$ cat config.mk
export PLATFORM = sky130hd
export DESIGN_NAME = bus_fabric
export DESIGN_NICKNAME = d
export VERILOG_FILES = /design/src/rtl/bus_fabric.sv
export SDC_FILE = /design/constraint.sdc
export NUM_CORES = 1
export LEC_CHECK = 0
export CAP_MARGIN = 20
export CORE_MARGIN = 2
export CORE_UTILIZATION = 45
export CTS_CLUSTER_SIZE = 16
export DETAILED_ROUTE_END_ITERATION = 8
export PLACE_DENSITY_LB_ADDON = 0.2
export SETUP_SLACK_MARGIN = 0.1
export SYNTH_ARGS = -nofsm -noshare
export SYNTH_HDL_FRONTEND = slang
export SYNTH_SLANG_ARGS = --single-unit
$ cat constraint.sdc
create_clock -name clk -period 2.26 [get_ports clk]
set_clock_uncertainty 0.05 [all_clocks]
set_input_delay 0.452 -clock clk [delete_from_list [all_inputs] [get_ports clk]]
set_output_delay 0.452 -clock clk [all_outputs]
set_load 0.02 [all_outputs]
$ cat src/rtl/bus_fabric.sv
// bus_fabric: single-master bus fabric that decodes a region and forwards one transaction at a time to a slave channel
module bus_fabric #(
   parameter int size_addr = 8,
   parameter int size_data = 8,
   parameter int sel_bits = 1,
   parameter logic [2**sel_bits-1:0] map_mask = '1,
   parameter int timeout = 15
) (
   input  logic                                clk,
   input  logic                                reset,
   input  logic                                read,
   input  logic                                write,
   input  logic [size_addr-1:0]                address,
   input  logic [size_data-1:0]                data_out,
   output logic [size_data-1:0]                data_in,
   output logic                                ready,
   output logic                                error,
   output logic [2**sel_bits-1:0]              s_read,
   output logic [2**sel_bits-1:0]              s_write,
   output logic [size_addr-sel_bits-1:0]       s_address,
   output logic [size_data-1:0]                s_data_out,
   input  logic [(2**sel_bits)*size_data-1:0]  s_data_in,
   input  logic [2**sel_bits-1:0]              s_ready
);
   localparam int n_sel = 2**sel_bits;
   typedef enum logic [1:0] {IDLE, ACCESS, RESP} state_t;
   state_t r_state;
   logic [sel_bits-1:0] r_sel;
   logic r_op_rd;
   logic [7:0] r_cnt;
   logic [sel_bits-1:0] w_sel;
   logic [n_sel-1:0] w_onehot;
   logic [7:0] w_cnt_next;
   logic w_hit;
   logic [size_data-1:0] w_slice;
   assign w_sel = address[size_addr-1 -: sel_bits];
   assign w_onehot = n_sel'(1) << w_sel;
   assign w_cnt_next = r_cnt + 8'd1;
   assign w_hit = s_ready[r_sel];
   assign w_slice = s_data_in[r_sel*size_data +: size_data];
   // request decode, slave access with timeout, and one-cycle response pulse
   always_ff @(posedge clk) begin
      if (reset) begin
         r_state <= IDLE;
         r_sel <= '0;
         r_op_rd <= 1'b0;
         r_cnt <= '0;
         data_in <= '0;
         ready <= 1'b0;
         error <= 1'b0;
         s_read <= '0;
         s_write <= '0;
         s_address <= '0;
         s_data_out <= '0;
      end else begin
         case (r_state)
            IDLE: begin
               if (read && write) begin
                  r_state <= RESP;
                  ready <= 1'b1;
                  error <= 1'b1;
               end else if (read ^ write) begin
                  r_op_rd <= read;
                  r_sel <= w_sel;
                  s_address <= address[size_addr-sel_bits-1:0];
                  s_data_out <= data_out;
                  if (map_mask[w_sel]) begin
                     r_state <= ACCESS;
                     r_cnt <= '0;
                     s_read <= read ? w_onehot : '0;
                     s_write <= write ? w_onehot : '0;
                  end else begin
                     r_state <= RESP;
                     ready <= 1'b1;
                     error <= 1'b1;
                     if (read) data_in <= '1;
                  end
               end
            end
            ACCESS: begin
               r_cnt <= w_cnt_next;
               if (w_hit || w_cnt_next == 8'(timeout)) begin
                  r_state <= RESP;
                  ready <= 1'b1;
                  error <= !w_hit;
                  s_read <= '0;
                  s_write <= '0;
                  if (r_op_rd) data_in <= w_hit ? w_slice : '1;
               end
            end
            RESP: begin
               r_state <= IDLE;
               ready <= 1'b0;
               error <= 1'b0;
            end
            default: r_state <= IDLE;
         endcase
      end
   end
endmodule

# Yosys cells after proc, flatten, opt, wreduce, memory -nomap -nowiden
# Index checks and enable logic that the tools add are counted.
[op_classes]
eq_ne = 12
mul = 0
n_reduce_logical = 12
shifts = 2
n_lt_le_gt_ge = 2
bitwise = 2
mux = 38
n_div = 0
addsub = 1
[ops]
columns = ["op", "count"]
rows = [
  ["8-bit two-way mux", 10],
  ["8-bit one-hot mux with 2 select lines", 2],
  ["2-bit two-way mux", 13],
  ["16-bit by 5-bit variable part select with 8-bit output", 1],
  ["2-bit inequality test (second input constant)", 7],
  ["2-bit one-hot mux with 2 select lines", 3],
  ["8-bit by 1-bit adder with 8-bit output (second input constant)", 1],
  ["8-bit by 4-bit equality test with 1-bit output (second input constant)", 1],
  ["1-bit two-way mux", 8],
  ["4-bit AND reduction", 2],
  ["7-bit AND reduction", 1],
  ["3-bit inequality test (second input constant)", 2],
  ["1-bit one-hot mux with 3 select lines", 2],
  ["5-bit AND reduction", 1],
  ["1-bit by 2-bit less-than comparator with 1-bit output (second input constant)", 2],
  ["3-bit AND reduction", 1],
  ["3-bit nonzero test", 1],
  ["2-bit by 1-bit equality test with 1-bit output (second input constant)", 1],
  ["2-bit equality test (second input constant)", 1],
  ["2-bit zero test", 1],
  ["2-bit AND reduction", 1],
  ["2-bit nonzero test", 1],
  ["1-bit by 1-bit << shifter with 2-bit output (first input constant)", 1],
  ["1-bit logical AND", 1],
  ["other kinds (4)", 4],
]
[word_totals]
ramBits = 0
in_bits = 38
rom_bits = 0
output_inout_bits = 29
regBits = 41
n_memories = 0
word_cells = 80
latchBits = 0

# Depth between registers and ports, before layout
[logic_depth]
ltp_word = 6
depth_mapped = 7
ltp_nobuf = 7

# Least setup slack after synthesis
# Ideal clock, no wire load.
[synth_path]
path_type = "reg-to-reg"
from = "reg r_cnt[0]"
to = "reg s_read[0]"
setup_slack_ns = 0.377
period_less_slack_ns = 1.883
arrival_ns = 1.701
required_time_ns = 2.078
path_buffers = 0
setup_time_ns = 0.132
stages_incl_launch_ff = 7
cell_sequence = "dfxtp_1 > ha_1 > xor2_1 > nand3b_2 > or4_4 > o211ai_1 > a21oi_1"
[synth_between]
elab_chain_len = 5
[synth_lines]
columns = ["element", "line", "text"]
rows = [
  ["from (decl)", "30", "logic [7:0] r_cnt;"],
  ["from (signal assigned)", "81", "r_cnt <= w_cnt_next;"],
  ["8-bit by 1-bit adder with 8-bit output", "38", "assign w_cnt_next = r_cnt + 8'd1;"],
  ["8-bit by 4-bit equality test with 1-bit output", "82", "if (w_hit || w_cnt_next == 8'(timeout)) begin"],
  ["1-bit logical OR", "82", ""],
  ["2-bit inequality test (no line)", "--", ""],
  ["5-bit AND reduction (no line)", "--", ""],
  ["to (signal assigned)", "70", "s_read <= read ? w_onehot : '0;"],
  ["to (decl)", "18", "output logic [2**sel_bits-1:0] s_read,"],
]
# Every way passes these cells.
# A chain may end at the register's enable or synchronous reset.

# Worst setup path after layout
[layout_path]
from = "reg r_cnt[1]"
to = "reg data_in[1]"
[layout_between]
elab_chain_len = 5
[layout_lines]
columns = ["element", "line", "text"]
rows = [
  ["8-bit by 1-bit adder with 8-bit output", "38", ""],
  ["8-bit by 4-bit equality test with 1-bit output", "82", ""],
  ["1-bit logical OR", "82", ""],
  ["2-bit inequality test (no line)", "--", ""],
  ["7-bit AND reduction (no line)", "--", ""],
  ["to (signal assigned)", "88", "if (r_op_rd) data_in <= w_hit ? w_slice : '1;"],
  ["to (decl)", "15", "output logic [size_data-1:0] data_in,"],
]
# Every way passes these cells.

==> impl_results.md <==
- Reg clk slew, reported paths: 0.07 ns
- Syn avg cell area: 8.57 sq um
- Post-synthesis cell count: 224
- Die Height: 69.3 um
- Clk buf depth: 2
- Total power: 0.00179 W
- Final Setup Violations: 0
- Routed WL: 4880 um
- End of the worst hold path: s_address[3]$_SDFFE_PP0P_
- Crit path time final: 2.03 ns
- VDD IR max: 0.339 mV
- Lkg Pwr: 1.02 nW
- Top FF cell, synth: dfxtp_1
- Slew HR: 59.8%
- Yosys top cell by area: dfxtp_1
- Total grt overflow: 0
- Share of layout cells above drive strength 1: 10.8%
- Largest net degree at the start of global routing: 29
- Synth warnings: 0
- First-pass GRT wire length: 8530 um
- Max Cap Viol: 0
- Clock sinks: 41
- Post-synthesis cell type count: 44
- Worst endpoint required time: 2.40 ns
- Die W: 69.3 um
- Switch Pwr: 0.000484 W
- RD Place Congestion: 0.851
- Fmax: 494 MHz
- Worst r2r dst: data_in[1]$_SDFFE_PP0P_
- Syn Nets: 266
- Post-CTS Setup Repair Bufs: 0
- Setup WS pre-CTS: -0.0356 ns
- Power per cell area: 636 nW/um^2
- Hold slack final: 0.404 ns
- Yosys top cell area share: 42.7%
- Startpoint Class: flip-flop
- Via/cell ratio: 5.29
- Effective utilization at floorplan: 47.3%
- I/O Pins: 67
- Cell Int Power: 0.00131 W
- Clk_lat worst skew: 0.29 ns
- Wire length per cell: 14.1 um
- Final Core Density: 69.3%
- Largest cells by area after synthesis: dfxtp_1 43%, nand2_1 8.2%, a21oi_1 7.0%, mux2i_1 5.2%, a221oi_1 3.6%
- Core Area: 4060 sq um
- CTS tree: built
- Asr flop ratio synth: 0%
- Setup CP Type: flip-flop to flip-flop
- Die area: 4810 sq um
- Least-Margin Pin Slew: 0.603 ns
- Mapped Area: 1920 sq um
- Post-synthesis register bit count: 41
- Diode count: 0
- Status: complete, no violations
- DRT Pass-1 Iters: 4
- Post-DRT Antenna Nets: 0
- R2R setup slack: 0.23 ns
- Routed vias: 1837
- RSZ-0062 raised after global routing: false
- Max-slew violation count: 0
- Vias in the first global route: 1809
- Reg power frac: 45.0%
- Worst R2R Path Depth: 6
- Sequential share of the synthesized area: 42.7%
- Area Growth Syn to Fin: 46.5%
- H-Tree Depth: 2
- Tightest Hold Check Type: flip-flop to flip-flop
- Initial antenna violation count: 0
- Final worst slack: 0.234 ns
- TritonCTS Buffers: 5
- Total GRT Usage: 21.5%
- Worst-path fanout max: 8
- Hold violation count in the final report: 0
- Layout Cells excl Fill: 347
- Final net count: 339
- HPWL Detailed: 3560 um
- Sw Share: 27.0%
- CTS Root Cell: clkbuf_8
- Clock share of power: 31.1%
- Fill cells: 339
- WP data arrival: 2.16 ns
- Tcrit/Tclk final: 89.6%
- Combinational share of power: 23.9%
- # port buffers: 66
- FP Rows: 23
- Hold_sp: s_address[3]$_SDFFE_PP0P_
- Drc violations: 0
- Placed instance count: 340
- Post-synth EDFFs: 0
- Critical Path End Type: flip-flop
- Hold Path Cell Cnt: 2
- 1st-iter DRT viols: 83
- Worst r2r src: r_cnt[1]$_SDFFE_PP0P_
## worst max path at each step
stage,from,to,slack [ns]
floorplan,r_cnt[0]$_SDFFE_PP0P_,s_read[0]$_SDFFE_PP0P_,0.38
global placement,read,s_write[1]$_SDFFE_PP0P_,0.05
detailed placement,read,s_write[0]$_SDFFE_PP0P_,-0.04
CTS,r_cnt[0]$_SDFFE_PP0P_,data_in[1]$_SDFFE_PP0P_,0.11
global route,r_cnt[1]$_SDFFE_PP0P_,data_in[1]$_SDFFE_PP0P_,0.10
finish,r_cnt[1]$_SDFFE_PP0P_,data_in[1]$_SDFFE_PP0P_,0.23
## power groups by stage
stage                     logic, W  clock network, W  registers (W)
after floorplan           0.000177                 0       0.000857
after global placement    0.000419                 0       0.000818
after detailed placement  0.000427                 0       0.000820
after CTS                 0.000429          0.000573       0.000804
after global routing      0.000466          0.000604       0.000813
final                     0.000427          0.000557       0.000806
## cell families after synthesis
family	synth area share, %
simple gates	19.7
buf+inv	5.67
mux	5.21
flops	42.7
fa+ha+maj	2.61
compound gates	21.8
xor+xnor	2.28
## cell usage after synthesis (all sizes together) (2+ instances only)
library cell and count:
o21ai 3, nor2b 2, nor3 4, ha 4
o211ai 4, a32oi 2, clkbuf 6, a211oi 2
nor3b 2, nor4 2, and2 2, xor2 4
o21ba 2, dfxtp 41, nand2 42, a221oi 8
inv 14, nand3 2, mux2i 10, a22oi 3
a21oi 27, nor2 17, buf 6
## placed cells by master (no fill, tap or decap), types with 3 or more instances in the layout
| cell | count |
|---|---|
| clkdlybuf4s50_1 | 66 |
| nand2_1 | 42 |
| dfxtp_1 | 40 |
| a21oi_1 | 27 |
| nor2_1 | 16 |
| inv_1 | 14 |
| buf_4 | 11 |
| mux2i_1 | 10 |
| a221oi_1 | 7 |
| clkbuf_8 | 5 |
| xor2_1 | 4 |
| o211ai_1 | 4 |
| o21ai_0 | 3 |
| a22oi_1 | 3 |
| nor3_1 | 3 |
| ha_1 | 3 |
## worst max-delay path, cell delays in order (launching register included)
cell      delay (ns)
dfxtp_1         0.44
ha_4            0.20
xor2_1          0.21
nand3b_2        0.15
nor4_4          0.26
a41oi_4         0.25
a221oi_1        0.35
## state kept, by name (all words and copies together) (netlist names)
signal      count
r_op_rd         1
data_in         8
r_state         2
s_address       7
s_data_out      8
r_cnt           8
ready           1
r_sel           1
s_write         2
error           1
s_read          2
## routing by layer
layer	part of all wire (%)	routed length (um)	vias up	track usage (%)
met4	1.3	63	0	6.97
met1	45	2210	847	27.6
met5	0	0	-	0
met2	48	2330	52	35.0
met3	5.7	278	6	5.96
li1	-	-	932	-
## metrics by stage
step / instance area (sq um) / TNS [ns]
finish: 2810 / 0
global route: 2810 / 0
CTS: 2800 / 0
detailed placement: 2690 / -0.0550
global placement: 2690 / 0
floorplan: 1920 / 0
## cell type report
class / instances / area [sq um] / share of cell area (%)
multi-input combinational: 157 / 1010 / 35.9
clock inverter: 2 / 35.0 / 1.24
timing repair buffer: 78 / 763 / 27.1
inverter: 14 / 52.6 / 1.87
clock buffer: 5 / 68.8 / 2.45
tap: 50 / 62.6 / 2.22
sequential: 41 / 822 / 29.2
## timing repair
item                       CTS  global route
gates resized for setup      1             3
pin swaps                    0             2
hold buffers                 0             0
setup endpoints to repair    4            14
(Power assumes the default switching activity.)
